**src/rtl/flag_unit.sv**
```systemverilog
// rtl/flag_unit.sv - registered flag-op stage with ALU flag merge and internal flag stack
// Status layout [6]DF [5]AF [4]CF [3]PF [2]ZF [1]SF [0]OF; result held in a single-entry output register.
module flag_unit #(
  parameter int DATA_W      = 32,
  parameter int STACK_DEPTH = 4,
  parameter int CNT_W       = $clog2(STACK_DEPTH + 1)
) (
  input  logic              clk,
  input  logic              rst,
  input  logic              in_valid,
  output logic              in_ready,
  input  logic [3:0]        in_op,
  input  logic [DATA_W-1:0] in_opnd,
  input  logic              alu_valid,
  input  logic [6:0]        alu_flags,
  input  logic [6:0]        alu_mask,
  output logic              out_valid,
  input  logic              out_ready,
  output logic [DATA_W-1:0] out_result,
  output logic              out_ah_wr,
  output logic              out_fault,
  output logic [6:0]        status,
  output logic [CNT_W-1:0]  stack_count
);

  localparam logic [3:0] OP_NOP   = 4'd0;
  localparam logic [3:0] OP_CLC   = 4'd1;
  localparam logic [3:0] OP_STC   = 4'd2;
  localparam logic [3:0] OP_CMC   = 4'd3;
  localparam logic [3:0] OP_CLD   = 4'd4;
  localparam logic [3:0] OP_STD   = 4'd5;
  localparam logic [3:0] OP_SAHF  = 4'd6;
  localparam logic [3:0] OP_LAHF  = 4'd7;
  localparam logic [3:0] OP_PUSHF = 4'd8;
  localparam logic [3:0] OP_POPF  = 4'd9;
  localparam logic [3:0] OP_FLUSH = 4'd10;

  // Memory is padded to a power of two so the index width matches exactly.
  localparam int IDX_W = (STACK_DEPTH > 1) ? $clog2(STACK_DEPTH) : 1;
  localparam int MEM_D = 1 << IDX_W;
  localparam logic [CNT_W-1:0] FULL = CNT_W'(STACK_DEPTH);

  logic [6:0]        stack_mem [MEM_D];
  logic              accept, push, pop, flush;
  logic              n_fault, n_ah;
  logic [6:0]        m, n_status;
  logic [DATA_W-1:0] n_result;
  logic [CNT_W-1:0]  top;
  logic [IDX_W-1:0]  wr_idx, rd_idx;

  assign in_ready = !out_valid || out_ready;
  assign accept   = in_valid && in_ready;
  assign top      = stack_count - CNT_W'(1);
  assign wr_idx   = stack_count[IDX_W-1:0];
  assign rd_idx   = top[IDX_W-1:0];

  always_comb begin
    m        = alu_valid ? ((status & ~alu_mask) | (alu_flags & alu_mask)) : status;
    n_status = m;
    n_result = in_opnd;
    n_ah     = 1'b0;
    n_fault  = 1'b0;
    push     = 1'b0;
    pop      = 1'b0;
    flush    = 1'b0;
    if (accept) begin
      case (in_op)
        OP_NOP:   ;
        OP_CLC:   n_status[4] = 1'b0;
        OP_STC:   n_status[4] = 1'b1;
        OP_CMC:   n_status[4] = ~m[4];
        OP_CLD:   n_status[6] = 1'b0;
        OP_STD:   n_status[6] = 1'b1;
        OP_SAHF:  n_status[5:1] = {in_opnd[12], in_opnd[8], in_opnd[10], in_opnd[14], in_opnd[15]};
        OP_LAHF: begin
          n_ah            = 1'b1;
          n_result[15:8]  = {m[1], m[2], 1'b0, m[5], 1'b0, m[3], 1'b1, m[4]};
        end
        OP_PUSHF: begin
          if (stack_count == FULL) n_fault = 1'b1;
          else                     push    = 1'b1;
        end
        OP_POPF: begin
          if (stack_count == '0) begin
            n_fault = 1'b1;
          end else begin
            pop      = 1'b1;
            n_status = stack_mem[rd_idx];
          end
        end
        OP_FLUSH: flush = 1'b1;
        default:  n_fault = 1'b1;
      endcase
    end
  end

  always_ff @(posedge clk or posedge rst) begin
    if (rst) begin
      status      <= '0;
      stack_count <= '0;
      out_valid   <= 1'b0;
      out_result  <= '0;
      out_ah_wr   <= 1'b0;
      out_fault   <= 1'b0;
    end else begin
      status <= n_status;
      if (flush)     stack_count <= '0;
      else if (push) stack_count <= stack_count + CNT_W'(1);
      else if (pop)  stack_count <= top;
      if (accept) begin
        out_valid  <= 1'b1;
        out_result <= n_result;
        out_ah_wr  <= n_ah;
        out_fault  <= n_fault;
      end else if (out_ready) begin
        out_valid <= 1'b0;
      end
    end
  end

  // Entries above stack_count are dead, so the array needs no reset.
  always_ff @(posedge clk) begin
    if (push) stack_mem[wr_idx] <= m;
  end

endmodule

```
**config.mk**
```make
export PLATFORM = sky130hd
export DESIGN_NAME = flag_unit
export DESIGN_NICKNAME = d
export VERILOG_FILES = /design/src/rtl/flag_unit.sv
export SDC_FILE = /design/constraint.sdc
export NUM_CORES = 1
export LEC_CHECK = 0
export CAP_MARGIN = 0
export CELL_PAD_IN_SITES_DETAIL_PLACEMENT = 1
export CELL_PAD_IN_SITES_GLOBAL_PLACEMENT = 2
export CORE_ASPECT_RATIO = 0.75
export CORE_UTILIZATION = 39
export CTS_CLUSTER_SIZE = 16
export DETAILED_ROUTE_END_ITERATION = 12
export DONT_BUFFER_PORTS = 1
export GPL_TIMING_DRIVEN = 0
export HOLD_SLACK_MARGIN = 0.02
export PLACE_DENSITY = 0.88
export SETUP_SLACK_MARGIN = 0.2
export SYNTH_ARGS = -nofsm -noshare
export SYNTH_HDL_FRONTEND = slang
export SYNTH_SLANG_ARGS = --single-unit
export TNS_END_PERCENT = 100
```
**constraint.sdc**
```tcl
create_clock -name clk -period 2.35 [get_ports clk]
set_input_delay 0.47 -clock clk [delete_from_list [all_inputs] [get_ports clk]]
set_output_delay 0.47 -clock clk [all_outputs]
set_load 0.01 [all_outputs]
```
# ---- Word-level counts from Yosys, hierarchy flattened
# Memory sizes are Yosys's and may differ from the RTL's.
# Index checks and enable logic that the tools add are counted.
dict set report word_totals {
  input_bits 55
  reg_bits 45
  ramBits 28
  output_inout_bits 46
  wordCells 61
  memories 1
}
dict set report classes {
  mux 28
  n_bitwise 5
  addsub 2
  eq_ne 11
  reduce_logical 8
}
# name depth word_bits rd rd_ports_with_merged_regs write_ports line
set mem_list {}
lappend mem_list {stack_mem 4 7 1 0 1 43} ;# logic [6:0] stack_mem [MEM_D];
# operator n
set ops {}
lappend ops {{two-way mux 7 bit} 3}
lappend ops {{== test 4 x 3 -> 1 bit (second input constant)} 4}
lappend ops {{two-way mux 1 bit} 16}
lappend ops {{AND 7 bit} 2}
lappend ops {{== test 4 bit (second input constant)} 3}
lappend ops {{two-way mux 3 bit} 3}
lappend ops {{OR reduction 9 bit} 1}
lappend ops {{== test 4 x 2 -> 1 bit (second input constant)} 2}
lappend ops {{two-way mux 8 bit} 1}
lappend ops {{inverter 7 bit} 1}
lappend ops {{OR 7 bit} 1}
lappend ops {{case mux 1 bit (3 select lines)} 2}
lappend ops {{case mux 3 bit (2 select lines)} 1}
lappend ops {{case mux 1 bit (5 select lines)} 1}
lappend ops {{== test 4 x 1 -> 1 bit (second input constant)} 1}
lappend ops {{zero test 4 bit} 1}
lappend ops {{adder 3 x 1 -> 3 bit (second input constant)} 1}
lappend ops {{== test 3 bit (second input constant)} 1}
lappend ops {{zero test 3 bit} 1}
lappend ops {{nonzero test 3 bit} 1}
lappend ops {{subtractor 3 x 1 -> 3 bit (second input constant)} 1}
lappend ops {{case mux 1 bit (2 select lines)} 1}
lappend ops {{nonzero test 2 bit} 1}
lappend ops {{logical AND 1 bit} 1}
lappend ops {{other kinds (3)} 3}

# ---- Depth between registers and ports, before layout
# Gate-level depths: netlist of the first run.
dict set report depth {
  depth_word 7
  ltp_mapped 8
  depth_no_buf 6
}

# ---- Worst setup path after synthesis of the first run
# OpenSTA, ideal clock, no wires.
dict set report synth_timing {
  path_kind {reg2reg}
  start {register stack_count[0]}
  end {register status[6]}
  path_stages_with_launch 8
  t_arrival_ns 1.974
  setup_ns 0.124
  period_less_slack_ns 2.097
  path_slack_ns 0.253
  path_buffers 2
  t_required_ns 2.226
  path_cell_list {dfrtp_1 -> buf_6 -> inv_1 -> ha_1 -> clkbuf_1 -> mux4_2 -> and3_1 -> a211o_1}
}
dict set report synth_between {
  elab_chain_cells 5
  word_cells_on_any_way 6
  classes_between {1 x add/sub; 3 x mux; 1 x reduce/logical; 1 x memory}
}
# item line
set synth_rtl {}
lappend synth_rtl {{start, declared} 23} ;# output logic [CNT_W-1:0] stack_count
lappend synth_rtl {{start signal, assigned} 108} ;# else if (push) stack_count <= stack_count + CNT_W'(1);
lappend synth_rtl {{start signal, assigned} 109} ;# else if (pop) stack_count <= top;
lappend synth_rtl {{subtractor 3 x 1 -> 3 bit} 53} ;# assign top = stack_count - CNT_W'(1);
lappend synth_rtl {{memory read (4 x 7 bit)} -}
lappend synth_rtl {{two-way mux 7 bit *} 84} ;# if (stack_count == '0) begin
lappend synth_rtl {{case mux 1 bit (3 select lines) *} 67} ;# case (in_op)
lappend synth_rtl {{two-way mux 7 bit *} 66} ;# if (accept) begin
lappend synth_rtl {{via n_status[6]} 46} ;# logic [6:0] m, n_status;
lappend synth_rtl {{end signal, assigned} 106} ;# status <= n_status;
lappend synth_rtl {{end, declared} 22} ;# output logic [6:0] status,
# The timed path passes the listed nets; every way through them passes the cells marked *.
# A chain may end at the register's enable or synchronous reset.

# ---- Final worst setup path of the first run
dict set report layout_timing {
  start {register stack_count[0]}
  end {register status[3]}
}
dict set report layout_between {
  elab_chain_cells 5
  word_cells_on_any_way 6
  classes_between {1 x add/sub; 3 x mux; 1 x reduce/logical; 1 x memory}
}
# item line
set layout_rtl {}
lappend layout_rtl {{subtractor 3 x 1 -> 3 bit} 53}
lappend layout_rtl {{memory read (4 x 7 bit)} -}
lappend layout_rtl {{two-way mux 7 bit *} 84}
lappend layout_rtl {{case mux 3 bit (2 select lines) *} 67}
lappend layout_rtl {{two-way mux 7 bit *} 66}
lappend layout_rtl {{via n_status[3]} 46}
# Marks and branches as above.

==> impl_results.md, run 1 <==
- Core area: 7990 um^2
- Number of CTS-inserted buffers: 9
- CP arrival: 2280 ps
- Ant diodes: 0
- Async S/R FF share, synth: 0.616
- Latest clock arrival within the worst-skew pair: 350 ps
- Dpl ws: -109 ps
- Die area: 8680 um^2
- HP Class: in -> reg
- Dominant cells by area after synthesis: dfrtp_1, edfxtp_1, nand2_1, mux4_2, mux2_2
- Standby leakage power: 0.00159 uW
- Setup Viol. Count Final: 0
- Final hold vios: 0
- DR vias/cell: 5.40
- Critical-path cell list: buf_8 -> inv_1 -> ha_1 -> buf_4 -> mux4_2 -> and3_1 -> a221o_1
- Flops & latches, synth: 73
- Share of the synthesized area in the top cell type: 0.347
- Max-Cap Viols: 0
- Gr ovfl total: 0
- Final worst path period need: 2060 ps
- Area of the multi-input gates: 1180 um^2
- Most Crowded Layer GR: met2
- Register Area: 1970 um^2
- Sequential area share after synthesis: 0.607
- Post-synth EDFFs: 28
- Final design utilization: 0.456
- ANT nets after route: 0
- Max-slew violation count: 0
- Nets@finish: 349
- Area grow syn2layout: 12.3%
- Rel. slew slack: 0.658
- Worst path required time: 2580 ps
- Clock tree buffer depth: 2
- Std-Cell Rows: 28
- Die width: 107 um
- WL final: 7620 um
- Pre-antenna DRT Iters: 4
- Iter 0 DRT Violations: 124
- CTS HTree Levels: 3
- Met2 GRT Util: 0.276
- Mapped cell area: 3240 um^2
- Share of cells above drive strength 1: 0.163
- DRC Markers: 0
- PnR worst setup slack: 293 ps
- Clock skew: 11.1 ps
- Setup CP Type: reg -> reg
- Clock tree from TritonCTS: done
- F_max: 486 MHz
- Main synth FF type: dfrtp_1
- Synthesized net count: 336
- Startpoint types: flip-flop
- Synth area leader: dfrtp_1
- Slowest CP cell: dfrtp_2
- Pwr dens: 921 nW/um^2
- Clk root buf: clkbuf_8
- Crit-path max FO: 10
- Initial antenna violation count: 0
- Routed len/inst: around 19 um
- Placed cell count: roughly 380
- Count of input and output buffers: 0
- Largest net degree at the start of global routing: 29
- Crit path largest cell delay: roughly 430 ps
- CTS clk-pin slew, worst paths: about 80 ps
- Fin cells: 399
- Vias: 2,154
- Fill cells: 880
- GP Congestion: 0.769
- Measured slew at the worst slew-check pin: 513 ps
- Final period util: 0.875
- Number of global-route vias before repair: 2,127
- CP delay by family, top: buffers and inverters
- Worst setup EP type: flip-flop
- First-pass GRT wire length: ~12,000 um
- GRT Overall Usage: 0.182
- Ys Warns: 0
- CTS Sinks: 73
- GR Util met3: 0.0674
- Chip height: 81.0 um
- Post-DP HPWL: 5640 um
- Bufs and invs on worst path: 3
- Status: complete, no violations
- Syn_area_per_cell: 11.7 um^2
- Cells after Synth: 276
- Post-synth cell types: 38
- Final Hold Slack: 228 ps
- Initial cell density of the core: 0.406
- RSZ-0062 raised after global routing: false
- GR Util met1: 0.246
- I/O pin cnt: a little over 100
- Maximum vdd ir drop: between 300 and 400 uV
## logic make-up after synthesis
kind of cell | after synthesis | share of synthesized area
AO/OA/AOI/OAI | 27 | 0.0598
buffers and inverters | 19 | 0.0316
flip-flops | 73 | 0.607
multiplexers | 22 | 0.100
adder cells (fa/ha/maj) | 5 | 0.0193
AND/OR/NAND/NOR | 130 | 0.182
## worst reg2reg max path: stages, from the launching register on
cell and delay [ps]:
dfrtp_2 430, buf_8 170, inv_1 90, ha_1 290, buf_4 180, mux4_2 320
and3_1 200, a221o_1 260
## repair_timing
item | in CTS | in global routing
gates resized for setup | 4 | 7
hold endpoints to repair | 14 | 0
endpoints found under the setup margin | 35 | 33
gates cloned | 0 | 0
hold buffers | 1 | 0
pin swaps | 0 | 0
setup buffers | 0 | 0
## worst paths after layout
path,start,endpoint,slack [ps],cells past startpoint
worst max-delay path,stack_count[0]$_DFFE_PP0P_,status[3]$_DFF_PP0_,290,7
worst min-delay path,in_opnd[21],out_result[21]$_DFFE_PP0P_,230,2
worst max register to register,stack_count[0]$_DFFE_PP0P_,status[3]$_DFF_PP0_,290,7
worst min register to register,out_result[19]$_DFFE_PP0P_,out_result[19]$_DFFE_PP0P_,550,2
max in group asynchronous,rst,status[2]$_DFF_PP0_,1270,3
min in group asynchronous,rst,out_result[18]$_DFFE_PP0P_,580,2
## layer usage
layer,vias to the layer above,share of wire
li1,985,-
met1,1089,0.47
met2,73,0.45
met3,7,0.069
met4,0,0.0087
met5,-,0
## cell usage in the layout, fill, tap and decap left out, types with 3 or more instances in the layout
| cell | count |
|---|---|
| nor2b_1 | 3 |
| mux2i_1 | 7 |
| edfxtp_1 | 28 |
| and3_1 | 7 |
| clkbuf_1 | 4 |
| ha_1 | 5 |
| inv_1 | 3 |
| clkbuf_8 | 11 |
| o21ai_0 | 8 |
| and2_2 | 3 |
| nand2_1 | 90 |
| buf_2 | 3 |
| nor3_1 | 3 |
| mux2_2 | 8 |
| mux4_2 | 5 |
| nand3_1 | 3 |
| a21oi_1 | 4 |
| nand4_1 | 3 |
| a221o_1 | 4 |
| nor2_1 | 5 |
| dfrtp_1 | 44 |
| nand2b_1 | 4 |
| buf_4 | 4 |
## cells in the mapped netlist (2+ instances only)
cell type / number
dfrtp_1: 45
nor3_1: 3
and2_1: 4
ha_1: 5
inv_1: 4
a21oi_1: 4
mux4_1: 2
nor2_1: 5
nand2b_1: 4
clkbuf_1: 5
a32oi_1: 2
mux2i_1: 7
nor2b_1: 3
a22o_1: 2
and3_1: 8
a221o_1: 4
mux4_2: 5
o211ai_1: 2
nand3_1: 3
buf_4: 3
nand4_1: 3
mux2_2: 8
nand2_1: 90
buf_2: 4
and4_1: 2
edfxtp_1: 28
o21ai_0: 8
buf_6: 2
and2b_1: 2
## registers in the layout, summed over array words and instances (netlist names)
signal	count
stack_count	3
stack_mem	28
status	7
out_fault	1
out_valid	1
out_result	32
out_ah_wr	1
## through the flow
stage | power (uW) | setup TNS, ps | area, um^2
5_1_grt | 3530 | 0 | 3640
2_1_floorplan | 2150 | 0 | 3240
3_3_place_gp | 2310 | -344 | 3370
4_1_cts | 3380 | 0 | 3630
3_5_place_dp | 2340 | -415 | 3390
6_report | 3350 | 0 | 3640
## area by class of cell
| type | count | share of cell area |
|---|---|---|
| buffer | 15 | 0.0268 |
| clock buffer | 13 | 0.0553 |
| clock inverter | 3 | 0.00447 |
| inverter | 4 | 0.00412 |
| multi-input combinational | 184 | 0.324 |
| sequential | 73 | 0.541 |
| tap | 105 | 0.0361 |
| timing repair buffer | 2 | 0.00825 |
## where the power goes
group	switching, uW	internal, uW	total, uW	leakage, uW
registers	172	1480	1650	0.000798
clock network	460	567	1030	0.000116
logic	355	321	676	0.000672
total	987	2370	3350	0.00159
(Power assumes the default switching activity.)
==> inputs of run 2 (changes only) <==
--- a/config.mk
+++ b/config.mk
@@ -5,17 +5,17 @@
 export SDC_FILE = /design/constraint.sdc
 export NUM_CORES = 1
 export LEC_CHECK = 0
+export BUFFER_PORTS_ARGS = -buffer_cell sky130_fd_sc_hd__buf_2
 export CAP_MARGIN = 0
 export CELL_PAD_IN_SITES_DETAIL_PLACEMENT = 1
 export CELL_PAD_IN_SITES_GLOBAL_PLACEMENT = 2
 export CORE_ASPECT_RATIO = 0.75
-export CORE_UTILIZATION = 39
+export CORE_UTILIZATION = 32
 export CTS_CLUSTER_SIZE = 16
 export DETAILED_ROUTE_END_ITERATION = 12
-export DONT_BUFFER_PORTS = 1
 export GPL_TIMING_DRIVEN = 0
 export HOLD_SLACK_MARGIN = 0.02
-export PLACE_DENSITY = 0.88
+export PLACE_DENSITY = 0.9
 export SETUP_SLACK_MARGIN = 0.2
 export SYNTH_ARGS = -nofsm -noshare
 export SYNTH_HDL_FRONTEND = slang
==> impl_results.md, run 2 (synthesized netlist as in run 1, its figures left out) <==
- Fin cells: 523
- Commonest non-fill, non-tap cells in the layout: buf_2, nand2_1, dfrtp_1
- Area post-placement: around 3900 um^2
- Iter 0 DRT Violations: ~100
- Clock tree from TritonCTS: done
- Standby leakage power: approximately 0.002 uW
- Design area: 4270 um^2
- F_max: 492 MHz
- Most flops, register: out_result
- Most common cell after layout, fill and taps aside: buf_2
- CTS HTree Levels: 3
- Post-DP HPWL: about 6400 um
- I/O pin cnt: around 100
- Nets@finish: 446
- Critical-path cell list: buf_8 -> inv_1 -> ha_1 -> nand2_1 -> and4_1 -> and2_1
- Std-Cell Rows: 31
- Initial antenna violation count: 0
- First-pass GRT wire length: ~14,000 um
- Clock skew: 3.58 ps
- Clock tree buffer depth: 2
- Setup CP Type: reg -> reg
- WL final: about 8700 um
- Die width: 118 um
- Largest net degree at the start of global routing: 29
- Worst reg-to-reg setup slack: ~320 ps
- Worst setup EP type: flip-flop
- Measured slew at the worst slew-check pin: about 630 ps
- Status: complete, no violations
- Worst path required time: 2330 ps
- Latest clock arrival within the worst-skew pair: roughly 330 ps
- Crit-path max FO: 10
- Pwr dens: 952 nW/um^2
- ANT nets after route: 0
- GP Congestion: 0.745
- Initial cell density of the core: 0.333
- CP delay by family, top: simple AND/OR/NAND/NOR gates
- Fill cells: roughly 1,100
- GRT Overall Usage: 0.174
- Share of cells above drive strength 1: 0.361
- Startpoint types: flip-flop
- Placed cell count: 507
- CTS Sinks: 73
- DRC Markers: 0
- Pre-antenna DRT Iters: 4
- Chip height: 89.2 um
- Maximum vdd ir drop: 432 uV
- Routed len/inst: 16.6 um
- Final hold vios: 0
- R2R Path Start: stack_count[0]$_DFFE_PP0P_
- Gr ovfl total: 0
- Number of CTS-inserted buffers: 9
- Max reg flops: 32
- Tot Pwr: 4060 uW
- Largest regs: out_result x32, stack_mem x28, status x7
- Area grow syn2layout: 31.6%
- Final design utilization: 0.438
- Slowest CP cell: and2_1
- R2r worst-path depth: 6
- RSZ-0062 raised after global routing: false
- DR vias/cell: 4.79
- Dpl ws: -106 ps
- PnR worst setup slack: 318 ps
- Setup Viol. Count Final: 0
- Bufs and invs on worst path: 2
- Number of global-route vias before repair: 2,580
- CP arrival: 2020 ps
- Hold_buf cts: 0
- Vias: 2,506
- Count of input and output buffers: 98
- Final worst path period need: 2030 ps
- Die area: around 11,000 um^2
- Number of setup buffers added after CTS: 0
- Max-slew violation count: 0
- Clk root buf: clkbuf_16
- Ant diodes: 0
- Crit path largest cell delay: between 400 and 500 ps
- Core area: between 9000 and 10,000 um^2
- HP Class: in -> async
- R2r endpoint: stack_mem[2][2]$_DFFE_PP_
- Rel. slew slack: 0.581
- Final period util: 0.865
- Max-Cap Viols: 0
- CTS clk-pin slew, worst paths: 60 ps
==> run 2: changes by cell type in the layout (fill, tap and decap cells not counted), moves of 3 or more <==
cell | before | now
buf_2 | 3 | 102
bufinv_16 | 0 | 3
and2_1 | 1 | 4
clkbuf_8 | 11 | 0
clkbuf_16 | 2 | 9
and2_2 | 3 | 0
==> run 2: final cells by class <==
| class | count | area [um^2] | share of cell area |
|---|---|---|---|
| clock buffers | 10 | 229 | 0.0537 |
| plain buffers | 15 | 98.8 | 0.0232 |
| multi-input cells | 184 | 1170 | 0.275 |
| well taps | 132 | 165 | 0.0387 |
| inverters | 4 | 15.0 | 0.00352 |
| clock inverters | 6 | 106 | 0.0249 |
| repair buffers | 99 | 510 | 0.120 |
| flip-flops and latches | 73 | 1970 | 0.461 |
==> run 2: worst max path at each step <==
stage,start,to,slack [ps],depth (start not counted)
floorplan,stack_count[0]$_DFFE_PP0P_,status[6]$_DFF_PP0_,250,7
global placement,stack_count[0]$_DFFE_PP0P_,status[6]$_DFF_PP0_,-10,7
detailed placement,stack_count[0]$_DFFE_PP0P_,status[6]$_DFF_PP0_,-110,7
CTS,stack_count[0]$_DFFE_PP0P_,status[6]$_DFF_PP0_,210,7
global route,stack_count[0]$_DFFE_PP0P_,stack_mem[2][2]$_DFFE_PP_,200,6
finish,stack_count[0]$_DFFE_PP0P_,stack_mem[2][2]$_DFFE_PP_,320,6
==> run 2: what timing repair did <==
action | in CTS | in global routing
endpoints found under the setup margin | 14 | 26
gates cloned | 0 | 0
resized for setup | 3 | 4
==> run 2: through the flow <==
stage	TNS, ps	hold WS [ps]
6_report	0	137
5_1_grt	0	162
4_1_cts	0	142
3_5_place_dp	-454	458
3_3_place_gp	-26.2	454
2_1_floorplan	0	514
==> run 2: power by group <==
part	internal, uW	switching, uW
sequential	1480	88.1
combinational	446	508
clock	1030	507
==> run 2: routing by layer <==
layer / global-route usage / wire length (um) / vias up
li1: - / - / 1187
met1: 0.224 / 4060 / 1234
met2: 0.279 / 3980 / 75
met3: 0.0561 / 502 / 10
met4: 0.0629 / 110 / 0
met5: 0 / 0 / -
==> inputs of run 3 (changes only) <==
--- a/config.mk
+++ b/config.mk
@@ -11,11 +11,13 @@
 export CELL_PAD_IN_SITES_GLOBAL_PLACEMENT = 2
 export CORE_ASPECT_RATIO = 0.75
 export CORE_UTILIZATION = 32
+export CTS_BUF_LIST = sky130_fd_sc_hd__clkbuf_16
 export CTS_CLUSTER_SIZE = 16
 export DETAILED_ROUTE_END_ITERATION = 12
 export GPL_TIMING_DRIVEN = 0
 export HOLD_SLACK_MARGIN = 0.02
 export PLACE_DENSITY = 0.9
+export RECOVER_POWER = 100
 export SETUP_SLACK_MARGIN = 0.2
 export SYNTH_ARGS = -nofsm -noshare
 export SYNTH_HDL_FRONTEND = slang
==> impl_results.md, run 3 (synthesized netlist as in run 1, its figures left out) <==
- Worst setup EP type: flip-flop
- Final period util: 0.897
- Ant diodes: 0
- Core area: 9740 um^2
- Status: complete, no violations
- Largest regs: out_result x32, stack_mem x28, status x7
- I/O pin cnt: between 100 and 150
- Clock skew: 3.64 ps
- Area grow syn2layout: 29.6%
- Largest net degree at the start of global routing: 29
- Clock tree buffer depth: 2
- Latest clock arrival within the worst-skew pair: 330 ps
- Worst path required time: 2370 ps
- Count of input and output buffers: 98
- Initial antenna violation count: 0
- First-pass GRT wire length: 13,600 um
- Pwr dens: 956 nW/um^2
- Measured slew at the worst slew-check pin: approximately 800 ps
- Final Hold Slack: 285 ps
- DRC Markers: 0
- Fill cells: 1,144
- Nets@finish: 446
- Standby leakage power: 0.00189 uW
- Setup CP Type: reg -> reg
- Number of global-route vias before repair: 2,580
- Design area: around 4200 um^2
- Startpoint types: flip-flop
- Maximum vdd ir drop: 426 uV
- ANT nets after route: 0
- F_max: 474 MHz
- Clock tree from TritonCTS: done
- CTS HTree Levels: 3
- Post-DP HPWL: between 6000 and 7000 um
- GR Util met3: 0.0561
- Iter 0 DRT Violations: 94
- Rel. slew slack: 0.468
- Initial cell density of the core: 0.333
- Most flops, register: out_result
- DR vias/cell: between 4 and 5
- CTS clk-pin slew, worst paths: roughly 50 ps
- Tot Pwr: approximately 4000 uW
- Met2 GRT Util: 0.279
- Commonest non-fill, non-tap cells in the layout: nand2_1, buf_2, clkbuf_1
- Die area: 10,500 um^2
- Register Area: between 1500 and 2000 um^2
- Max-slew violation count: 0
- Vias: 2,509
- Area post-placement: 3920 um^2
- Final hold vios: 0
- Max reg flops: 32
- Area of the multi-input gates: 1170 um^2
- Number of CTS-inserted buffers: 9
- Max-Cap Viols: 0
- GP Congestion: 0.745
- Number of setup buffers added after CTS: 0
- Std-Cell Rows: 31
- Die width: 118 um
- Crit-path max FO: 10
- Chip height: 89.2 um
- Most common cell after layout, fill and taps aside: nand2_1
- WL final: 8670 um
- RSZ-0062 raised after global routing: false
- Most Crowded Layer GR: met2
- GR Util met1: 0.224
- Share of cells above drive strength 1: 0.212
- CP arrival: 2130 ps
- Routed len/inst: roughly 17 um
- HP Class: in -> async
- Setup Viol. Count Final: 0
- GRT Overall Usage: 0.174
- Pre-antenna DRT Iters: 4
- CTS Sinks: 73
- Final worst path period need: 2110 ps
- Clk root buf: clkbuf_16
- Worst reg-to-reg setup slack: 240 ps
- Gr ovfl total: 0
## run 3: final cells by class
type / count / share of cell area
Inverter: 4 / 0.00357
Timing Repair Buffer: 99 / 0.108
Multi-Input combinational cell: 184 / 0.278
Tap cell: 132 / 0.0393
Sequential cell: 73 / 0.468
Clock buffer: 9 / 0.0536
Clock inverter: 7 / 0.0262
Buffer: 15 / 0.0229
## run 3: path summary, 6_finish.rpt
check | startpoint | endpoint | depth (start not counted)
hold reg to reg | out_result[18]$_DFFE_PP0P_ | out_result[18]$_DFFE_PP0P_ | 2
max in group asynchronous | rst | out_result[14]$_DFFE_PP0P_ | 3
min in group clk | in_opnd[28] | out_result[28]$_DFFE_PP0P_ | 3
setup / recovery | out_valid$_DFFE_PP0P_ | stack_mem[0][0]$_DFFE_PP_ | 6
hold / removal | rst | out_result[7]$_DFFE_PP0P_ | 2
setup reg to reg | out_valid$_DFFE_PP0P_ | stack_mem[0][0]$_DFFE_PP_ | 6
## run 3: power by group
group          total, uW  switching (uW)  internal [uW]  leakage [uW]
Sequential          1570            92.5           1480      0.000800
Clock               1530             506           1030      0.000164
Combinational        912             507            405      0.000923
## run 3: timing repair
action / CTS / global route
endpoints found under the setup margin: 14 / 26
hold buffers: 0 / 0
gates resized for setup: 3 / 4
## run 3: layer usage
layer,routed length (um),vias to the layer above
li1,-,1189
met2,4020,74
met1,4030,1236
met3,510,10
met4,110,0
met5,0,-
## run 3: critical path, stage by stage (launching register included)
cell      delay [ps]
dfrtp_1          380
nand2b_1          70
buf_4            160
and2_0           310
buf_2            300
buf_4            230
and3_2           340
## run 3: metrics by stage
stage / util / setup TNS [ps] / setup WS [ps] / std cells
after detailed placement: 0.402 / -454 / -106 / 507
after CTS: 0.437 / 0 / 207 / 523
after floorplan: - / 0 / 253 / 276
after global routing: 0.431 / 0 / 125 / 523
after global placement: 0.400 / -26.2 / -14.9 / 506
final: 0.431 / 0 / 242 / 523
